`src/rtl/ram_burst_pkg.sv`:
```
// Shared constants, state encoding and response-entry type for the ram_burst_ctrl front-end.
package ram_burst_pkg;
  localparam int RAM_WIDTH  = 64;
  localparam int ADDR_SIZE  = 12;
  localparam int LEN_W      = 8;
  localparam int RESP_DEPTH = 4;
  localparam int CNT_W      = $clog2(RESP_DEPTH + 1);
  localparam int BEAT_W     = LEN_W + 1;

  typedef enum logic [1:0] {IDLE, WRITE, READ, DRAIN} state_t;

  typedef struct packed {
    logic                 last;
    logic [RAM_WIDTH-1:0] data;
  } resp_t;

  // True when the burst's final word would land past the top of the address space.
  function automatic logic burst_overflows(input logic [ADDR_SIZE-1:0] addr,
                                           input logic [LEN_W-1:0]     len);
    logic [ADDR_SIZE:0] w_end;
    w_end = {1'b0, addr} + {{(ADDR_SIZE + 1 - LEN_W){1'b0}}, len};
    return w_end[ADDR_SIZE];
  endfunction
endpackage

```
`src/rtl/ram_burst_ctrl_if.sv`:
```
// Command, write-beat, read-response and ram_chip signals of ram_burst_ctrl.
// slave = controller side, master = host plus ram_chip side.
interface ram_burst_ctrl_if;
  import ram_burst_pkg::*;

  logic                 cmd_valid;
  logic                 cmd_ready;
  logic                 cmd_write;
  logic [ADDR_SIZE-1:0] cmd_addr;
  logic [LEN_W-1:0]     cmd_len;
  logic                 cmd_err;
  logic                 wr_valid;
  logic                 wr_ready;
  logic [RAM_WIDTH-1:0] wr_data;
  logic                 rd_valid;
  logic                 rd_ready;
  logic [RAM_WIDTH-1:0] rd_data;
  logic                 rd_last;
  logic                 busy;
  logic                 ram_chip_en;
  logic                 ram_write;
  logic                 ram_read;
  logic [ADDR_SIZE-1:0] ram_wr_address;
  logic [ADDR_SIZE-1:0] ram_rd_address;
  logic [RAM_WIDTH-1:0] ram_data_in;
  logic [RAM_WIDTH-1:0] ram_data_out;
  logic                 ram_data_valid;

  modport slave (
    input  cmd_valid, cmd_write, cmd_addr, cmd_len, wr_valid, wr_data, rd_ready,
           ram_data_out, ram_data_valid,
    output cmd_ready, cmd_err, wr_ready, rd_valid, rd_data, rd_last, busy,
           ram_chip_en, ram_write, ram_read, ram_wr_address, ram_rd_address, ram_data_in
  );

  modport master (
    output cmd_valid, cmd_write, cmd_addr, cmd_len, wr_valid, wr_data, rd_ready,
           ram_data_out, ram_data_valid,
    input  cmd_ready, cmd_err, wr_ready, rd_valid, rd_data, rd_last, busy,
           ram_chip_en, ram_write, ram_read, ram_wr_address, ram_rd_address, ram_data_in
  );
endinterface

```
`src/rtl/ram_resp_fifo.sv`:
```
// First-word-fall-through response FIFO; push and pop may share a cycle, including when full.
module ram_resp_fifo #(
  parameter int DEPTH = 4,
  parameter int WIDTH = 65
) (
  input  logic                       clk,
  input  logic                       rst_n,
  input  logic                       i_push,
  input  logic [WIDTH-1:0]           i_data,
  input  logic                       i_pop,
  output logic [WIDTH-1:0]           o_data,
  output logic                       o_empty,
  output logic [$clog2(DEPTH+1)-1:0] o_count
);
  localparam int AW = $clog2(DEPTH);
  localparam int CW = $clog2(DEPTH + 1);

  logic [WIDTH-1:0] r_mem [DEPTH];
  logic [AW-1:0]    r_wptr;
  logic [AW-1:0]    r_rptr;
  logic [CW-1:0]    r_count;
  logic             w_full;
  logic             w_do_push;
  logic             w_do_pop;

  assign o_empty   = (r_count == '0);
  assign w_full    = (r_count == CW'(DEPTH));
  assign w_do_pop  = i_pop && !o_empty;
  assign w_do_push = i_push && (!w_full || w_do_pop);
  assign o_data    = r_mem[r_rptr];
  assign o_count   = r_count;

  always_ff @(posedge clk) begin
    if (w_do_push) r_mem[r_wptr] <= i_data;
  end

  // Pointers wrap naturally because DEPTH is a power of two.
  always_ff @(posedge clk) begin
    if (!rst_n) begin
      r_wptr  <= '0;
      r_rptr  <= '0;
      r_count <= '0;
    end else begin
      if (w_do_push) r_wptr <= r_wptr + 1'b1;
      if (w_do_pop)  r_rptr <= r_rptr + 1'b1;
      case ({w_do_push, w_do_pop})
        2'b10:   r_count <= r_count + 1'b1;
        2'b01:   r_count <= r_count - 1'b1;
        default: ;
      endcase
    end
  end
endmodule

```
`src/rtl/ram_burst_ctrl.sv`:
```
// Burst front-end for ram_chip: streams write beats / read addresses and returns reads via a FIFO.
// Build macro RAM_BURST_WRAP_EN: bursts wrap past 0xFFF instead of being rejected with cmd_err.
module ram_burst_ctrl
  import ram_burst_pkg::*;
(
  input logic             clk,
  input logic             rst_n,
  ram_burst_ctrl_if.slave bus
);
  state_t               r_state;
  state_t               w_state_next;
  logic [ADDR_SIZE-1:0] r_addr;
  logic [LEN_W-1:0]     r_len;
  logic [BEAT_W-1:0]    r_sent;
  logic [BEAT_W-1:0]    r_ret;
  logic [CNT_W-1:0]     r_outst;
  logic                 r_err;

  logic             w_cmd_ready;
  logic             w_wr_ready;
  logic             w_cmd_fire;
  logic             w_wr_fire;
  logic             w_issue;
  logic             w_ret;
  logic             w_oob;
  logic             w_room;
  logic             w_last_sent;
  logic             w_last_ret;
  logic             w_empty;
  logic [CNT_W-1:0] w_fifo_count;
  logic [CNT_W:0]   w_inflight;
  resp_t            w_push_entry;
  resp_t            w_head;

`ifdef RAM_BURST_WRAP_EN
  assign w_oob = 1'b0;
`else
  assign w_oob = burst_overflows(bus.cmd_addr, bus.cmd_len);
`endif

  // Reads in flight plus queued responses never exceed the FIFO depth, so pushes cannot overflow.
  assign w_inflight   = {1'b0, r_outst} + {1'b0, w_fifo_count};
  assign w_room       = (w_inflight < (CNT_W + 1)'(RESP_DEPTH));
  assign w_last_sent  = (r_sent == {1'b0, r_len});
  assign w_last_ret   = (r_ret == {1'b0, r_len});
  assign w_ret        = bus.ram_data_valid && (r_outst != '0) &&
                        ((r_state == READ) || (r_state == DRAIN));
  assign w_push_entry = {w_last_ret, bus.ram_data_out};

  always_ff @(posedge clk) begin
    if (!rst_n) r_state <= IDLE;
    else        r_state <= w_state_next;
  end

  always_comb begin
    w_state_next = r_state;
    w_cmd_ready  = 1'b0;
    w_wr_ready   = 1'b0;
    w_cmd_fire   = 1'b0;
    w_wr_fire    = 1'b0;
    w_issue      = 1'b0;
    unique case (r_state)
      IDLE: begin
        w_cmd_ready = 1'b1;
        w_cmd_fire  = bus.cmd_valid;
        if (bus.cmd_valid && !w_oob) w_state_next = bus.cmd_write ? WRITE : READ;
      end
      WRITE: begin
        w_wr_ready = 1'b1;
        w_wr_fire  = bus.wr_valid;
        if (bus.wr_valid && w_last_sent) w_state_next = IDLE;
      end
      READ: begin
        w_issue = w_room;
        if (w_room && w_last_sent) w_state_next = DRAIN;
      end
      DRAIN: begin
        if (w_ret && w_last_ret) w_state_next = IDLE;
      end
      default: w_state_next = IDLE;
    endcase
  end

  // A rejected command still loads the fields; it is harmless because the FSM stays in IDLE.
  always_ff @(posedge clk) begin
    if (!rst_n) begin
      r_addr  <= '0;
      r_len   <= '0;
      r_sent  <= '0;
      r_ret   <= '0;
      r_outst <= '0;
      r_err   <= 1'b0;
    end else begin
      r_err <= w_cmd_fire && w_oob;
      if (w_cmd_fire) begin
        r_addr <= bus.cmd_addr;
        r_len  <= bus.cmd_len;
        r_sent <= '0;
        r_ret  <= '0;
      end else begin
        if (w_wr_fire || w_issue) begin
          r_addr <= r_addr + 1'b1;
          r_sent <= r_sent + 1'b1;
        end
        if (w_ret) r_ret <= r_ret + 1'b1;
      end
      case ({w_issue, w_ret})
        2'b10:   r_outst <= r_outst + 1'b1;
        2'b01:   r_outst <= r_outst - 1'b1;
        default: ;
      endcase
    end
  end

  ram_resp_fifo #(
    .DEPTH(RESP_DEPTH),
    .WIDTH($bits(resp_t))
  ) u_resp_fifo (
    .clk     (clk),
    .rst_n   (rst_n),
    .i_push  (w_ret),
    .i_data  (w_push_entry),
    .i_pop   (bus.rd_ready),
    .o_data  (w_head),
    .o_empty (w_empty),
    .o_count (w_fifo_count)
  );

  assign bus.cmd_ready      = w_cmd_ready;
  assign bus.cmd_err        = r_err;
  assign bus.wr_ready       = w_wr_ready;
  assign bus.busy           = (r_state != IDLE);
  assign bus.ram_chip_en    = w_wr_fire || w_issue;
  assign bus.ram_write      = w_wr_fire;
  assign bus.ram_read       = w_issue;
  assign bus.ram_wr_address = w_wr_fire ? r_addr : '0;
  assign bus.ram_rd_address = w_issue ? r_addr : '0;
  assign bus.ram_data_in    = w_wr_fire ? bus.wr_data : '0;
  assign bus.rd_valid       = !w_empty;
  assign bus.rd_data        = w_empty ? '0 : w_head.data;
  assign bus.rd_last        = !w_empty && w_head.last;
endmodule

```
`src/flat_wrapper.sv`:
```
// flat-port wrapper written by rule: the top's interface ports become plain ports
module ram_burst_ctrl_flat import ram_burst_pkg::*;
  (clk, rst_n, bus_cmd_valid, bus_cmd_write, bus_cmd_addr, bus_cmd_len, bus_wr_valid, bus_wr_data, bus_rd_ready, bus_ram_data_out, bus_ram_data_valid, bus_cmd_ready, bus_cmd_err, bus_wr_ready, bus_rd_valid, bus_rd_data, bus_rd_last, bus_busy, bus_ram_chip_en, bus_ram_write, bus_ram_read, bus_ram_wr_address, bus_ram_rd_address, bus_ram_data_in);
  ram_burst_ctrl_if bus_i ();
  input logic clk;
  input logic rst_n;
  input wire logic [$bits(bus_i.cmd_valid)-1:0] bus_cmd_valid;
  input wire logic [$bits(bus_i.cmd_write)-1:0] bus_cmd_write;
  input wire logic [$bits(bus_i.cmd_addr)-1:0] bus_cmd_addr;
  input wire logic [$bits(bus_i.cmd_len)-1:0] bus_cmd_len;
  input wire logic [$bits(bus_i.wr_valid)-1:0] bus_wr_valid;
  input wire logic [$bits(bus_i.wr_data)-1:0] bus_wr_data;
  input wire logic [$bits(bus_i.rd_ready)-1:0] bus_rd_ready;
  input wire logic [$bits(bus_i.ram_data_out)-1:0] bus_ram_data_out;
  input wire logic [$bits(bus_i.ram_data_valid)-1:0] bus_ram_data_valid;
  output wire logic [$bits(bus_i.cmd_ready)-1:0] bus_cmd_ready;
  output wire logic [$bits(bus_i.cmd_err)-1:0] bus_cmd_err;
  output wire logic [$bits(bus_i.wr_ready)-1:0] bus_wr_ready;
  output wire logic [$bits(bus_i.rd_valid)-1:0] bus_rd_valid;
  output wire logic [$bits(bus_i.rd_data)-1:0] bus_rd_data;
  output wire logic [$bits(bus_i.rd_last)-1:0] bus_rd_last;
  output wire logic [$bits(bus_i.busy)-1:0] bus_busy;
  output wire logic [$bits(bus_i.ram_chip_en)-1:0] bus_ram_chip_en;
  output wire logic [$bits(bus_i.ram_write)-1:0] bus_ram_write;
  output wire logic [$bits(bus_i.ram_read)-1:0] bus_ram_read;
  output wire logic [$bits(bus_i.ram_wr_address)-1:0] bus_ram_wr_address;
  output wire logic [$bits(bus_i.ram_rd_address)-1:0] bus_ram_rd_address;
  output wire logic [$bits(bus_i.ram_data_in)-1:0] bus_ram_data_in;
  assign bus_i.cmd_valid = bus_cmd_valid;
  assign bus_i.cmd_write = bus_cmd_write;
  assign bus_i.cmd_addr = bus_cmd_addr;
  assign bus_i.cmd_len = bus_cmd_len;
  assign bus_i.wr_valid = bus_wr_valid;
  assign bus_i.wr_data = bus_wr_data;
  assign bus_i.rd_ready = bus_rd_ready;
  assign bus_i.ram_data_out = bus_ram_data_out;
  assign bus_i.ram_data_valid = bus_ram_data_valid;
  assign bus_cmd_ready = bus_i.cmd_ready;
  assign bus_cmd_err = bus_i.cmd_err;
  assign bus_wr_ready = bus_i.wr_ready;
  assign bus_rd_valid = bus_i.rd_valid;
  assign bus_rd_data = bus_i.rd_data;
  assign bus_rd_last = bus_i.rd_last;
  assign bus_busy = bus_i.busy;
  assign bus_ram_chip_en = bus_i.ram_chip_en;
  assign bus_ram_write = bus_i.ram_write;
  assign bus_ram_read = bus_i.ram_read;
  assign bus_ram_wr_address = bus_i.ram_wr_address;
  assign bus_ram_rd_address = bus_i.ram_rd_address;
  assign bus_ram_data_in = bus_i.ram_data_in;
  ram_burst_ctrl u_core (.clk(clk), .rst_n(rst_n), .bus(bus_i));
endmodule
```
`config.mk`:
```
export PLATFORM = sky130hd
export DESIGN_NAME = ram_burst_ctrl_flat
export DESIGN_NICKNAME = d
export VERILOG_FILES = /design/src/rtl/ram_burst_pkg.sv /design/src/rtl/ram_burst_ctrl_if.sv /design/src/rtl/ram_resp_fifo.sv /design/src/rtl/ram_burst_ctrl.sv /design/src/flat_wrapper.sv
export SDC_FILE = /design/constraint.sdc
export NUM_CORES = 1
export LEC_CHECK = 0
export CAP_MARGIN = 15
export CORE_ASPECT_RATIO = 1.5
export CORE_MARGIN = 2
export CORE_UTILIZATION = 55
export CTS_CLUSTER_SIZE = 24
export DETAILED_ROUTE_END_ITERATION = 6
export DONT_BUFFER_PORTS = 1
export GPL_TIMING_DRIVEN = 0
export PLACE_DENSITY = 0.73
export SETUP_SLACK_MARGIN = 0.5
export SKIP_LAST_GASP = 1
export SYNTH_ARGS = -nofsm -noshare
export SYNTH_HDL_FRONTEND = slang
export SYNTH_SLANG_ARGS = --single-unit
export TNS_END_PERCENT = 100
```
`constraint.sdc`:
```
create_clock -name clk -period 2.87 [get_ports clk]
set_input_delay 0.287 -clock clk [delete_from_list [all_inputs] [get_ports clk]]
set_output_delay 0.287 -clock clk [all_outputs]
set_load 0.05 [all_outputs]
```
==> qor.yml, run 1 <==
port_buffers: 0
layout.cells.most_common: "sky130_fd_sc_hd__edfxtp_1"
timing.final.max_slew_violations: 0
fillers: 1551
grt_pass1_wl_um: 47000
design_area_mm2: 0.0168
synthesis.instances: 863
internal-power_mw: 7.58
die-area_mm2: 0.0255
regToRegSetupSlack_ps: 280
final-setup-viol-count: 0
worstHoldPathType: "primary input to flip-flop"
post-route-util_pct: 70.7
clock_path_buffers: 3
flow.area_growth_from_synthesis_pct: 25.9
period_minus_slack_ps: 2680
postSynthNetCount: 1037
crit_path_start_kind: "flip-flop"
fraction_of_final_layout_cells_sized_beyond_drive_strength_1_pct: 35.7
critical_path_peak_fanout: 6
tns_ps: 0
clkPwrFrac_pct: 38.7
irDropWorstVdd_v: 0.000436
antenna_found_initial: 2
floorplan.die.height_um: 195
cp_max_stage_cell: "sky130_fd_sc_hd__or4_4"
power.switching_mw: 2.28
clkLatencyLatePin_ps: 530
critical_path_required_ps: 2580
postSynth.topFlopCell: "sky130_fd_sc_hd__edfxtp_1"
synth_area_leaders: "sky130_fd_sc_hd__edfxtp_1, sky130_fd_sc_hd__mux4_2, sky130_fd_sc_hd__dfxtp_1"
gr-usage-all-layers_pct: 23.6
drt_iter0_markers: 582
critPathBufInv: 1
critical_path_depth: 5
cts_root_buffer: "sky130_fd_sc_hd__clkbuf_16"
r2r-start: "u_core.r_outst[2]"
cts_inserted_buffers: 28
detail_route.wl_per_cell_um: 23.8
cp_data_arrival_time_ps: 2390
initial_utilization_pct: 56.2
worstSetupPathType: "flip-flop to output pin"
drt-pass1-iter-count: 4
r2r_end: "u_core.r_outst[2]"
ant_nets: 0
powerDensity_mw_per_mm2: 587
synth_largest_type_area_fraction_pct: 58.6
die_w_um: 131
gp_routability_congestion: 0.843
rsz0062_at_grt: "yes"
total_area_of_multi_input_combinational_cells_mm2: 0.00469
hold_path.startpoint: "bus_cmd_addr[1]"
clock_tree_skew_after_final_layout_ps: 13.1
globalRouteOverflowTotal: 0
crit_family: "simple AND/OR/NAND/NOR gates"
commonest_cells_after_routing_fill_and_taps_aside: "sky130_fd_sc_hd__edfxtp_1, sky130_fd_sc_hd__and2_4, sky130_fd_sc_hd__dlygate4sd3_1, sky130_fd_sc_hd__mux4_2, sky130_fd_sc_hd__dfxtp_1"
post_synth.cell_area_avg_um2: 15.4
timing.slew.headroom_pct: 33.0
regArea_mm2: 0.00889
comb_power_share_pct: 10.3
max_freq_ghz: 0.373
synth_cell_type_count: 48
crit_end: "bus_ram_rd_address[6]"
timing_worst_slew_pin_value_ps: 1000
synth_async_sr_flop_share_pct: 0
synth_sequential_area_ratio_pct: 66.5
vias_in_the_first_global_route: 8231
dpl_cell_area_mm2: 0.0139
finish.net_count: 1188
vias_after_detailed_routing: 8033
cp_slowest_stage_delay_ps: 530
clk_pin_slew_worst_paths_ps: 70
cts.sink_count: 313
clock_tree_from_tritoncts: "done"
seqPwrFrac_pct: 51.0
placementRows: 69
outcome: "completed"
startpoint: "u_core.r_outst[2]"
mappedNetlistArea_mm2: 0.0133
yosysWarnings: 0
pin_count: 316
timing.final.hold_violations: 0
switching_portion_of_total_power_pct: 23.1
drt_wl_total_um: 32200
cp_cell_sequence: "ha_4 > or4_4 > nor3_4 > clkbuf_16 > and2_2"
count_of_max_cap_constraint_violations: 0
final.period_utilization_pct: 93.4
worst-r2r-cell-count: 11
detail_route.drc_violations: 0
dp_hpwl_um: 19500
synth-edff-count: 260
leak_nw: 5.77
synthDominantAreaCellType: "sky130_fd_sc_hd__edfxtp_1"
pin_count_of_the_biggest_net_entering_global_routing: 58
cts-htree-levels: 1
core_box_area_mm2: 0.0237
viasPerCell: 5.93
synth_seq_cells: 313
timing.critical_path.to_type: "output pin"
## state kept, by name (all words and copies together), names as in the netlist, named ones only
| register | flops |
|---|---|
| u_core.u_resp_fifo.r_wptr | 2 |
| u_core.u_resp_fifo.r_rptr | 2 |
| u_core.r_ret | 9 |
| u_core.r_state | 2 |
| u_core.bus.cmd_err | 1 |
| u_core.u_resp_fifo.o_count | 3 |
| u_core.r_outst | 3 |
| u_core.r_addr | 12 |
| u_core.u_resp_fifo.r_mem | 260 |
| u_core.r_sent | 9 |
| u_core.r_len | 8 |
## layer usage
| metal | vias to the layer above | GRT usage [%] | wire, um |
|---|---|---|---|
| met3 | 64 | 4.41 | 2200 |
| met5 | - | 0 | 0 |
| met1 | 4071 | 29.3 | 11900 |
| met2 | 357 | 42.6 | 17200 |
| met4 | 0 | 6.16 | 836 |
| li1 | 3541 | - | - |
## how the worst min path moves through the flow
stage                                          end  cells past startpoint  slack (ps)
finish                            u_core.r_addr[1]                      2          20
global route                     u_core.r_state[0]                      2          20
CTS                              u_core.r_state[1]                      2         0.7
detailed placement  u_core.u_resp_fifo.r_mem[0][5]                      0         390
global placement    u_core.u_resp_fifo.r_mem[2][5]                      0         390
floorplan           u_core.u_resp_fifo.r_mem[0][0]                      0         390
## per-stage QoR
stage	hold slack [ps]	power (mW)	worst slack, ps	std cells
final	20.2	9.86	190	1355
after CTS	0.728	9.84	192	1335
after detailed placement	386	5.82	160	1186
after global routing	21.2	10.1	127	1355
after floorplan	386	5.69	428	863
after global placement	386	5.81	-176	1182
## Yosys cell counts (15+ instances only)
cell,count
sky130_fd_sc_hd__xor2_1,21
sky130_fd_sc_hd__edfxtp_1,260
sky130_fd_sc_hd__o21ai_0,16
sky130_fd_sc_hd__xnor2_1,18
sky130_fd_sc_hd__clkbuf_1,37
sky130_fd_sc_hd__nand3_1,15
sky130_fd_sc_hd__a21boi_0,16
sky130_fd_sc_hd__ha_1,17
sky130_fd_sc_hd__inv_1,16
sky130_fd_sc_hd__nor2_1,28
sky130_fd_sc_hd__nand2_1,46
sky130_fd_sc_hd__dfxtp_1,53
sky130_fd_sc_hd__mux4_2,65
sky130_fd_sc_hd__and2_1,161
## cells by family after synthesis
| group | synth area share (%) |
|---|---|
| fa+ha+maj | 1.90 |
| mux | 11.2 |
| xor+xnor | 2.56 |
| simple gates | 12.8 |
| compound gates | 3.27 |
| flops | 66.5 |
| buf+inv | 1.80 |
## layout make-up
class | count | share of cell area, %
inverter | 17 | 0.462
clock buffer | 35 | 4.52
clock inverter | 15 | 1.09
tap | 319 | 2.38
buffer | 44 | 3.01
sequential | 313 | 52.9
multi-input combinational | 491 | 27.9
antenna | 2 | 0.0298
timing repair buffer | 119 | 7.62
## power by group through the flow
stage | registers, mW | clock network, mW | logic [mW]
2_1_floorplan | 5.11 | 0 | 0.586
3_3_place_gp | 5.13 | 0 | 0.687
3_5_place_dp | 5.13 | 0 | 0.695
4_1_cts | 5.03 | 3.87 | 0.952
5_1_grt | 5.03 | 4.03 | 1.07
6_report | 5.03 | 3.81 | 1.02
## timing repair
item	4_1_cts	5_1_grt
setup buffers	14	10
gates cloned	3	7
pin swaps	13	28
hold buffers	82	1
gates resized for setup	332	87
hold endpoints to repair	274	1
endpoints found under the setup margin	244	306
(Power assumes the default switching activity.)
==> inputs of run 2 (changes only) <==
--- a/config.mk
+++ b/config.mk
@@ -14,7 +14,6 @@
 export DONT_BUFFER_PORTS = 1
 export GPL_TIMING_DRIVEN = 0
 export PLACE_DENSITY = 0.73
-export SETUP_SLACK_MARGIN = 0.5
 export SKIP_LAST_GASP = 1
 export SYNTH_ARGS = -nofsm -noshare
 export SYNTH_HDL_FRONTEND = slang
==> constraint.sdc (replaced) <==
create_clock -name clk -period 2.87 [get_ports clk]
set_input_delay 0.287 -clock clk [delete_from_list [all_inputs] [get_ports clk]]
set_output_delay 0.287 -clock clk [all_outputs]
set_load 0.1 [all_outputs]
==> run 2 against run 1 <==
  * The run now ends with negative setup slack left
  * Clock power rose by 2%
  * Combinational power is 20% higher
  * Maximum frequency down 13%
  * Die area stayed put
  * Largest power group unchanged
  * Cell area shrank 3.1%
  * Critical endpoint is now bus_ram_rd_address[2]
  * First-iteration DRC count shrank 13%
  * Global-route usage up 0.56 points
==> qor.yml, run 2 (synthesis results as in run 1) <==
clk_pin_slew_worst_paths_ps: 70  # about the same
cts.sink_count: 313  # unchanged
clock_tree_skew_after_final_layout_ps: 12.1  # was 13.1 ps
core_box_area_mm2: 0.0237  # unchanged
period_minus_slack_ps: 3070  # was 2680 ps
final.period_utilization_pct: 107  # was 93.4%
cp_cell_sequence: "ha_4 > or4_4 > nor3_4 > clkbuf_16 > clkinvlp_4 > nor2_4"  # was ha_4 > or4_4 > nor3_4 > clkbuf_16 > and2_2
vias_after_detailed_routing: 7810  # was 8033
irDropWorstVdd_v: 0.000504  # was 0.000436 V
dpl_cell_area_mm2: 0.0139  # about the same
placementRows: 69  # unchanged
cts_inserted_buffers: 28  # unchanged
final-setup-viol-count: 5  # was 0
violated_checks: "negative setup slack"
design_area_mm2: 0.0163  # was 0.0168 mm^2
dp_hpwl_um: 20100  # was 19500 um
place.detailed.instances: 1188  # was 1186
count_of_max_cap_constraint_violations: 0  # unchanged
leak_nw: 5.51  # was 5.77 nW
post-route-util_pct: 68.5  # was 70.7%
flow.area_growth_from_synthesis_pct: 21.9  # was 25.9%
drt_iter0_markers: 508  # was 582
fillers: 1558  # was 1551
ant_nets: 0  # unchanged
clkLatencyLatePin_ps: 530  # about the same
tns_ps: -669  # was 0 ps
cp_data_arrival_time_ps: 2790  # was 2390 ps
timing.final.max_slew_violations: 0  # unchanged
placement.setup.worst_slack_ps: -384  # was 160 ps
pin_count: 316  # unchanged
largest_register_ff_count: 260  # unchanged
critical_path_required_ps: 2580  # about the same
fraction_of_final_layout_cells_sized_beyond_drive_strength_1_pct: 32.1  # was 35.7%
initial_utilization_pct: 56.2  # unchanged
cts-htree-levels: 1  # unchanged
crit_path_start_kind: "flip-flop"  # unchanged
die_w_um: 131  # unchanged
critical_path_peak_fanout: 6  # unchanged
clock_tree_from_tritoncts: "done"  # unchanged
max_freq_ghz: 0.325  # was 0.373 GHz
largestRegisters: "u_core.u_resp_fifo.r_mem (260), u_core.r_addr (12)"  # unchanged
layout.cells.most_common: "sky130_fd_sc_hd__edfxtp_1"  # unchanged
total_area_of_multi_input_combinational_cells_mm2: 0.00461  # was 0.00469 mm^2
gr-usage-all-layers_pct: 24.1  # was 23.6%
register_with_the_highest_flop_count: "u_core.u_resp_fifo.r_mem"  # unchanged
cts_root_buffer: "sky130_fd_sc_hd__clkbuf_16"  # unchanged
die-area_mm2: 0.0255  # unchanged
pin_count_of_the_biggest_net_entering_global_routing: 60  # was 58
viasPerCell: 5.85  # was 5.93
antenna_found_initial: 2  # unchanged
detail_route.drc_violations: 0  # unchanged
clock_path_buffers: 3  # unchanged
globalRouteOverflowTotal: 0  # unchanged
port_buffers: 0  # unchanged
commonest_cells_after_routing_fill_and_taps_aside: "sky130_fd_sc_hd__edfxtp_1, sky130_fd_sc_hd__and2_4, sky130_fd_sc_hd__dlygate4sd3_1, sky130_fd_sc_hd__mux4_2, sky130_fd_sc_hd__dfxtp_1"  # unchanged
timing.slew.headroom_pct: 27.6  # was 33.0%
detail_route.wl_per_cell_um: 23.4  # was 23.8 um
timing.final.hold_violations: 0  # unchanged
drt_wl_total_um: 31200  # was 32200 um
timing_worst_slew_pin_value_ps: 1080  # was 1000 ps
worstHoldPathType: "primary input to flip-flop"  # unchanged
finish.net_count: 1165  # was 1188
vias_in_the_first_global_route: 8261  # was 8231
grt_pass1_wl_um: 47600  # was 47000 um
fin_ws_ps: -202  # was 190 ps
final_cell_count_without_fillers: 1334  # was 1355
timing.critical_path.to_type: "output pin"  # unchanged
gp_routability_congestion: 0.848  # was 0.843
powerDensity_mw_per_mm2: 623  # was 587 mW/mm^2
floorplan.die.height_um: 195  # unchanged
rsz0062_at_grt: "yes"  # unchanged
outcome: "finished with violations"  # was completed
cp_max_stage_cell: "sky130_fd_sc_hd__or4_4"  # unchanged
worstSetupPathType: "flip-flop to output pin"  # unchanged
cp_slowest_stage_delay_ps: 530  # about the same
regArea_mm2: 0.00888  # was 0.00889 mm^2
drt-pass1-iter-count: 5  # was 4
run 2: power breakdown:
| part | switching, mW | leakage, nW | internal (mW) |
|---|---|---|---|
| combinational | 0.897 | 2.27 | 0.325 |
| clock | 1.58 | 0.465 | 2.30 |
| sequential | 0.0623 | 2.77 | 4.97 |
run 2: layout make-up:
| type | instances | area share, % |
|---|---|---|
| Sequential cell | 313 | 54.6 |
| Timing Repair Buffer | 99 | 6.52 |
| Multi-Input combinational cell | 489 | 28.4 |
| Inverter | 17 | 0.439 |
| Buffer | 43 | 1.54 |
| Clock inverter | 18 | 1.41 |
| Antenna cell | 2 | 0.0308 |
| Clock buffer | 34 | 4.58 |
| Tap cell | 319 | 2.46 |
run 2: worst paths after layout:
path / startpoint / to / slack [ps] / cells past startpoint
min: bus_cmd_valid / u_core.r_state[1] / 20 / 2
max: u_core.r_outst[2] / bus_ram_rd_address[2] / -200 / 6
max reg2reg: u_core.r_outst[2] / u_core.r_outst[2] / -130 / 13
min reg2reg: u_core.r_len[0] / u_core.r_len[0] / 510 / 2
run 2: what timing repair did:
action,4_1_cts,5_1_grt
gates cloned,1,0
hold buffers,84,0
pin swaps,5,4
endpoints found under the hold margin,276,0
buffers inserted,6,2
endpoints found under the setup margin,159,152
resized for setup,266,53
run 2: per-stage QoR:
stage | power [mW] | hold slack, ps
floorplan | 5.97 | 386
global placement | 6.09 | 386
detailed placement | 6.11 | 386
CTS | 10.2 | 5.65
global route | 10.4 | 29.6
finish | 10.1 | 19.0
run 2: critical path, delay by kind of cell (launching register included):
family / cells / cell delay, ps
buf+inv: 2 / 440
simple gates: 3 / 1300
flops: 1 / 350
fa+ha+maj: 1 / 150
run 2: routing by layer:
layer  track usage [%]  vias up  wire length (um)
met5                 0        -                 0
met4              8.09        0               950
met3              4.15       60              1990
met2              42.7      324             16400
met1              30.2     3945             11900
li1                  -     3481                 -
==> inputs of run 3 (changes only) <==
--- a/config.mk
+++ b/config.mk
@@ -14,6 +14,7 @@
 export DONT_BUFFER_PORTS = 1
 export GPL_TIMING_DRIVEN = 0
 export PLACE_DENSITY = 0.73
+export SETUP_SLACK_MARGIN = 0.2
 export SKIP_LAST_GASP = 1
 export SYNTH_ARGS = -nofsm -noshare
 export SYNTH_HDL_FRONTEND = slang
==> run 3 against run 2 <==
  * The run still ends with negative setup slack left
  * Combinational power rose by 3%
  * Routed wire length fell by 4.4%
  * Core utilization rose by 0.23 points
  * Maximum frequency rose by 1.4%
  * Via count fell by 1.9%
  * Critical path type unchanged
  * Global-route usage fell by 1.4 points
==> qor.yml, run 3 (synthesis results as in run 1) <==
outcome: "finished with violations"  # unchanged
violated_checks: "negative setup slack"  # unchanged
die_w_um: 131  # unchanged
timing.slew.headroom_pct: 25.8  # was 27.6%
powerDensity_mw_per_mm2: 603  # was 623 mW/mm^2
crit_path_start_kind: "flip-flop"  # unchanged
clock_tree_skew_after_final_layout_ps: 21.6  # was 12.1 ps
gp_routability_congestion: 0.902  # was 0.848
whs_endpoint: "u_core.r_ret[1]"  # was u_core.r_state[1]
globalRouteOverflowTotal: 0  # unchanged
critical_path_peak_fanout: 6  # unchanged
hold_path.startpoint: "bus_ram_data_valid"  # was bus_cmd_valid
cp_max_stage_cell: "sky130_fd_sc_hd__or4_4"  # unchanged
pin_count: 316  # unchanged
largestRegisters: "u_core.u_resp_fifo.r_mem (260), u_core.r_addr (12)"  # unchanged
drt_iter0_markers: 519  # was 508
r2r-start: "u_core.u_resp_fifo.o_count[2]"  # was u_core.r_outst[2]
dp_hpwl_um: 19800  # was 20100 um
worst-r2r-cell-count: 13  # unchanged
power.switching_mw: 2.55  # was 2.54 mW
detail_route.drc_violations: 0  # unchanged
layout.cells.most_common: "sky130_fd_sc_hd__edfxtp_1"  # unchanged
timing.final.hold_violations: 0  # unchanged
gr-usage-all-layers_pct: 22.8  # was 24.1%
comb_power_share_pct: 12.8  # was 12.1%
fillers: 1589  # was 1558
worstSetupPathType: "flip-flop to output pin"  # unchanged
timing.critical_path.to_type: "output pin"  # unchanged
largest_register_ff_count: 260  # unchanged
final.period_utilization_pct: 106  # was 107%
period_minus_slack_ps: 3030  # was 3070 ps
regToRegSetupSlack_ps: -80  # was -130 ps
clock_tree_from_tritoncts: "done"  # unchanged
cts.sink_count: 313  # unchanged
clock_path_buffers: 3  # unchanged
totalPowerFinal_mw: 9.84  # was 10.1 mW
leak_nw: 5.54  # was 5.51 nW
pin_count_of_the_biggest_net_entering_global_routing: 50  # was 60
rsz0062_at_grt: "yes"  # unchanged
cts_inserted_buffers: 28  # unchanged
switching_portion_of_total_power_pct: 25.9  # was 25.1%
clk_pin_slew_worst_paths_ps: 70  # about the same
internal-power_mw: 7.29  # was 7.60 mW
commonest_cells_after_routing_fill_and_taps_aside: "sky130_fd_sc_hd__edfxtp_1, sky130_fd_sc_hd__and2_4, sky130_fd_sc_hd__dlygate4sd3_1, sky130_fd_sc_hd__mux4_2, sky130_fd_sc_hd__dfxtp_1"  # unchanged
irDropWorstVdd_v: 0.000517  # was 0.000504 V
ant_nets: 0  # unchanged
clkLatencyLatePin_ps: 540  # was 530 ps
core_box_area_mm2: 0.0237  # unchanged
antenna_found_initial: 5  # was 2
dpl_cell_area_mm2: 0.0139  # about the same
number_of_stages_on_the_worst_hold_path: 3  # was 2
critical_path_depth: 6  # unchanged
vias_after_detailed_routing: 7664  # was 7810
grt_pass1_wl_um: 45100  # was 47600 um
fraction_of_final_layout_cells_sized_beyond_drive_strength_1_pct: 33.5  # was 32.1%
critPathBufInv: 2  # unchanged
timing_worst_slew_pin_value_ps: 1110  # was 1080 ps
port_buffers: 0  # unchanged
cp_slowest_stage_delay_ps: 530  # about the same
register_with_the_highest_flop_count: "u_core.u_resp_fifo.r_mem"  # unchanged
seqPwrFrac_pct: 51.1  # was 49.6%
startpoint: "u_core.u_resp_fifo.o_count[2]"  # was u_core.r_outst[2]
count_of_max_cap_constraint_violations: 0  # unchanged
finish.net_count: 1172  # was 1165
worstHoldPathType: "primary input to flip-flop"  # unchanged
placementRows: 69  # unchanged
floorplan.die.height_um: 195  # unchanged
r2r_end: "u_core.r_outst[2]"  # unchanged
final-setup-viol-count: 4  # was 5
fin_ws_ps: -159  # was -202 ps
drt-pass1-iter-count: 4  # was 5
flow.area_growth_from_synthesis_pct: 22.3  # was 21.9%
timing.final.max_slew_violations: 0  # unchanged
critical_path_required_ps: 2580  # about the same
post-route-util_pct: 68.7  # was 68.5%
design_area_mm2: 0.0163  # about the same
cts-htree-levels: 1  # unchanged
crit_family: "simple AND/OR/NAND/NOR gates"  # unchanged
drt_wl_total_um: 29900  # was 31200 um
detail_route.wl_per_cell_um: 22.2  # was 23.4 um
vias_in_the_first_global_route: 7822  # was 8261
cp_cell_sequence: "ha_4 > or4_4 > nor3_4 > clkbuf_16 > clkinvlp_4 > nor2_4"  # unchanged
clkPwrFrac_pct: 36.1  # was 38.3%
max_freq_ghz: 0.330  # was 0.325 GHz
die-area_mm2: 0.0255  # unchanged
initial_utilization_pct: 56.2  # unchanged
cts_root_buffer: "sky130_fd_sc_hd__clkbuf_16"  # unchanged
viasPerCell: 5.70  # was 5.85
cp_data_arrival_time_ps: 2740  # was 2790 ps
-- run 3: cell types whose count changed in the layout (fill, tap and decap cells not counted), moves of 3 or more --
cell | previous run | this run
sky130_fd_sc_hd__buf_2 | 2 | 5
sky130_fd_sc_hd__and2_4 | 114 | 130
sky130_fd_sc_hd__clkbuf_1 | 21 | 18
sky130_fd_sc_hd__bufinv_16 | 5 | 1
sky130_fd_sc_hd__and2_2 | 35 | 24
sky130_fd_sc_hd__and2_1 | 12 | 7
sky130_fd_sc_hd__diode_2 | 2 | 5
-- run 3: metal layers --
metal / wire, um / share of wire (%) / track usage, %
met1: 10800 / 36 / 26.4
met2: 16200 / 54 / 42.1
met3: 1750 / 5.8 / 4.15
met4: 1080 / 3.6 / 8.33
met5: 0 / 0 / 0
-- run 3: power groups by stage --
stage,registers [mW],clock network (mW),logic [mW]
after floorplan,5.11,0,0.875
after global placement,5.13,0,0.976
after detailed placement,5.13,0,0.988
after CTS,5.03,3.64,1.22
after global routing,5.03,3.79,1.31
final,5.03,3.55,1.26
-- run 3: final cells by class --
class / instances / area, um^2 / share of cell area (%)
Multi-Input combinational cell: 489 / 4660 / 28.6
Tap cell: 319 / 399 / 2.45
Clock buffer: 37 / 764 / 4.69
Antenna cell: 5 / 12.5 / 0.0767
Sequential cell: 313 / 8880 / 54.5
Inverter: 17 / 76.3 / 0.468
Timing Repair Buffer: 105 / 1110 / 6.80
Clock inverter: 15 / 120 / 0.736
Buffer: 44 / 280 / 1.72
-- run 3: metrics by stage --
step                setup TNS (ps)  hold slack [ps]  worst slack [ps]  cells
floorplan                        0              386               251    863
global placement            -39360              386              -262   1182
detailed placement           -5870              386              -262   1186
CTS                          -1180             83.1              -292   1333
global route                 -1160              107              -237   1343
finish                        -468              105              -159   1344
-- run 3: timing repair --
action	in CTS	in global routing
hold endpoints to repair	278	0
buffers inserted	8	4
pin swaps	11	10
setup endpoints to repair	195	120
hold buffers	86	0
gates cloned	1	1
gates resized for setup	317	27
-- run 3: how the worst max path moves through the flow --
| stage | end | slack, ps |
|---|---|---|
| 2_1_floorplan | u_core.r_outst[2] | 250 |
| 3_3_place_gp | u_core.r_sent[8] | -260 |
| 3_5_place_dp | u_core.r_ret[8] | -260 |
| 4_1_cts | bus_ram_rd_address[4] | -290 |
| 5_1_grt | bus_ram_rd_address[4] | -240 |
| 6_report | bus_ram_rd_address[4] | -160 |
-- run 3: worst min-delay path, stage by stage --
cell,delay [ps]
sky130_fd_sc_hd__o311ai_4,150
sky130_fd_sc_hd__nand2_1,100
sky130_fd_sc_hd__a21oi_1,50
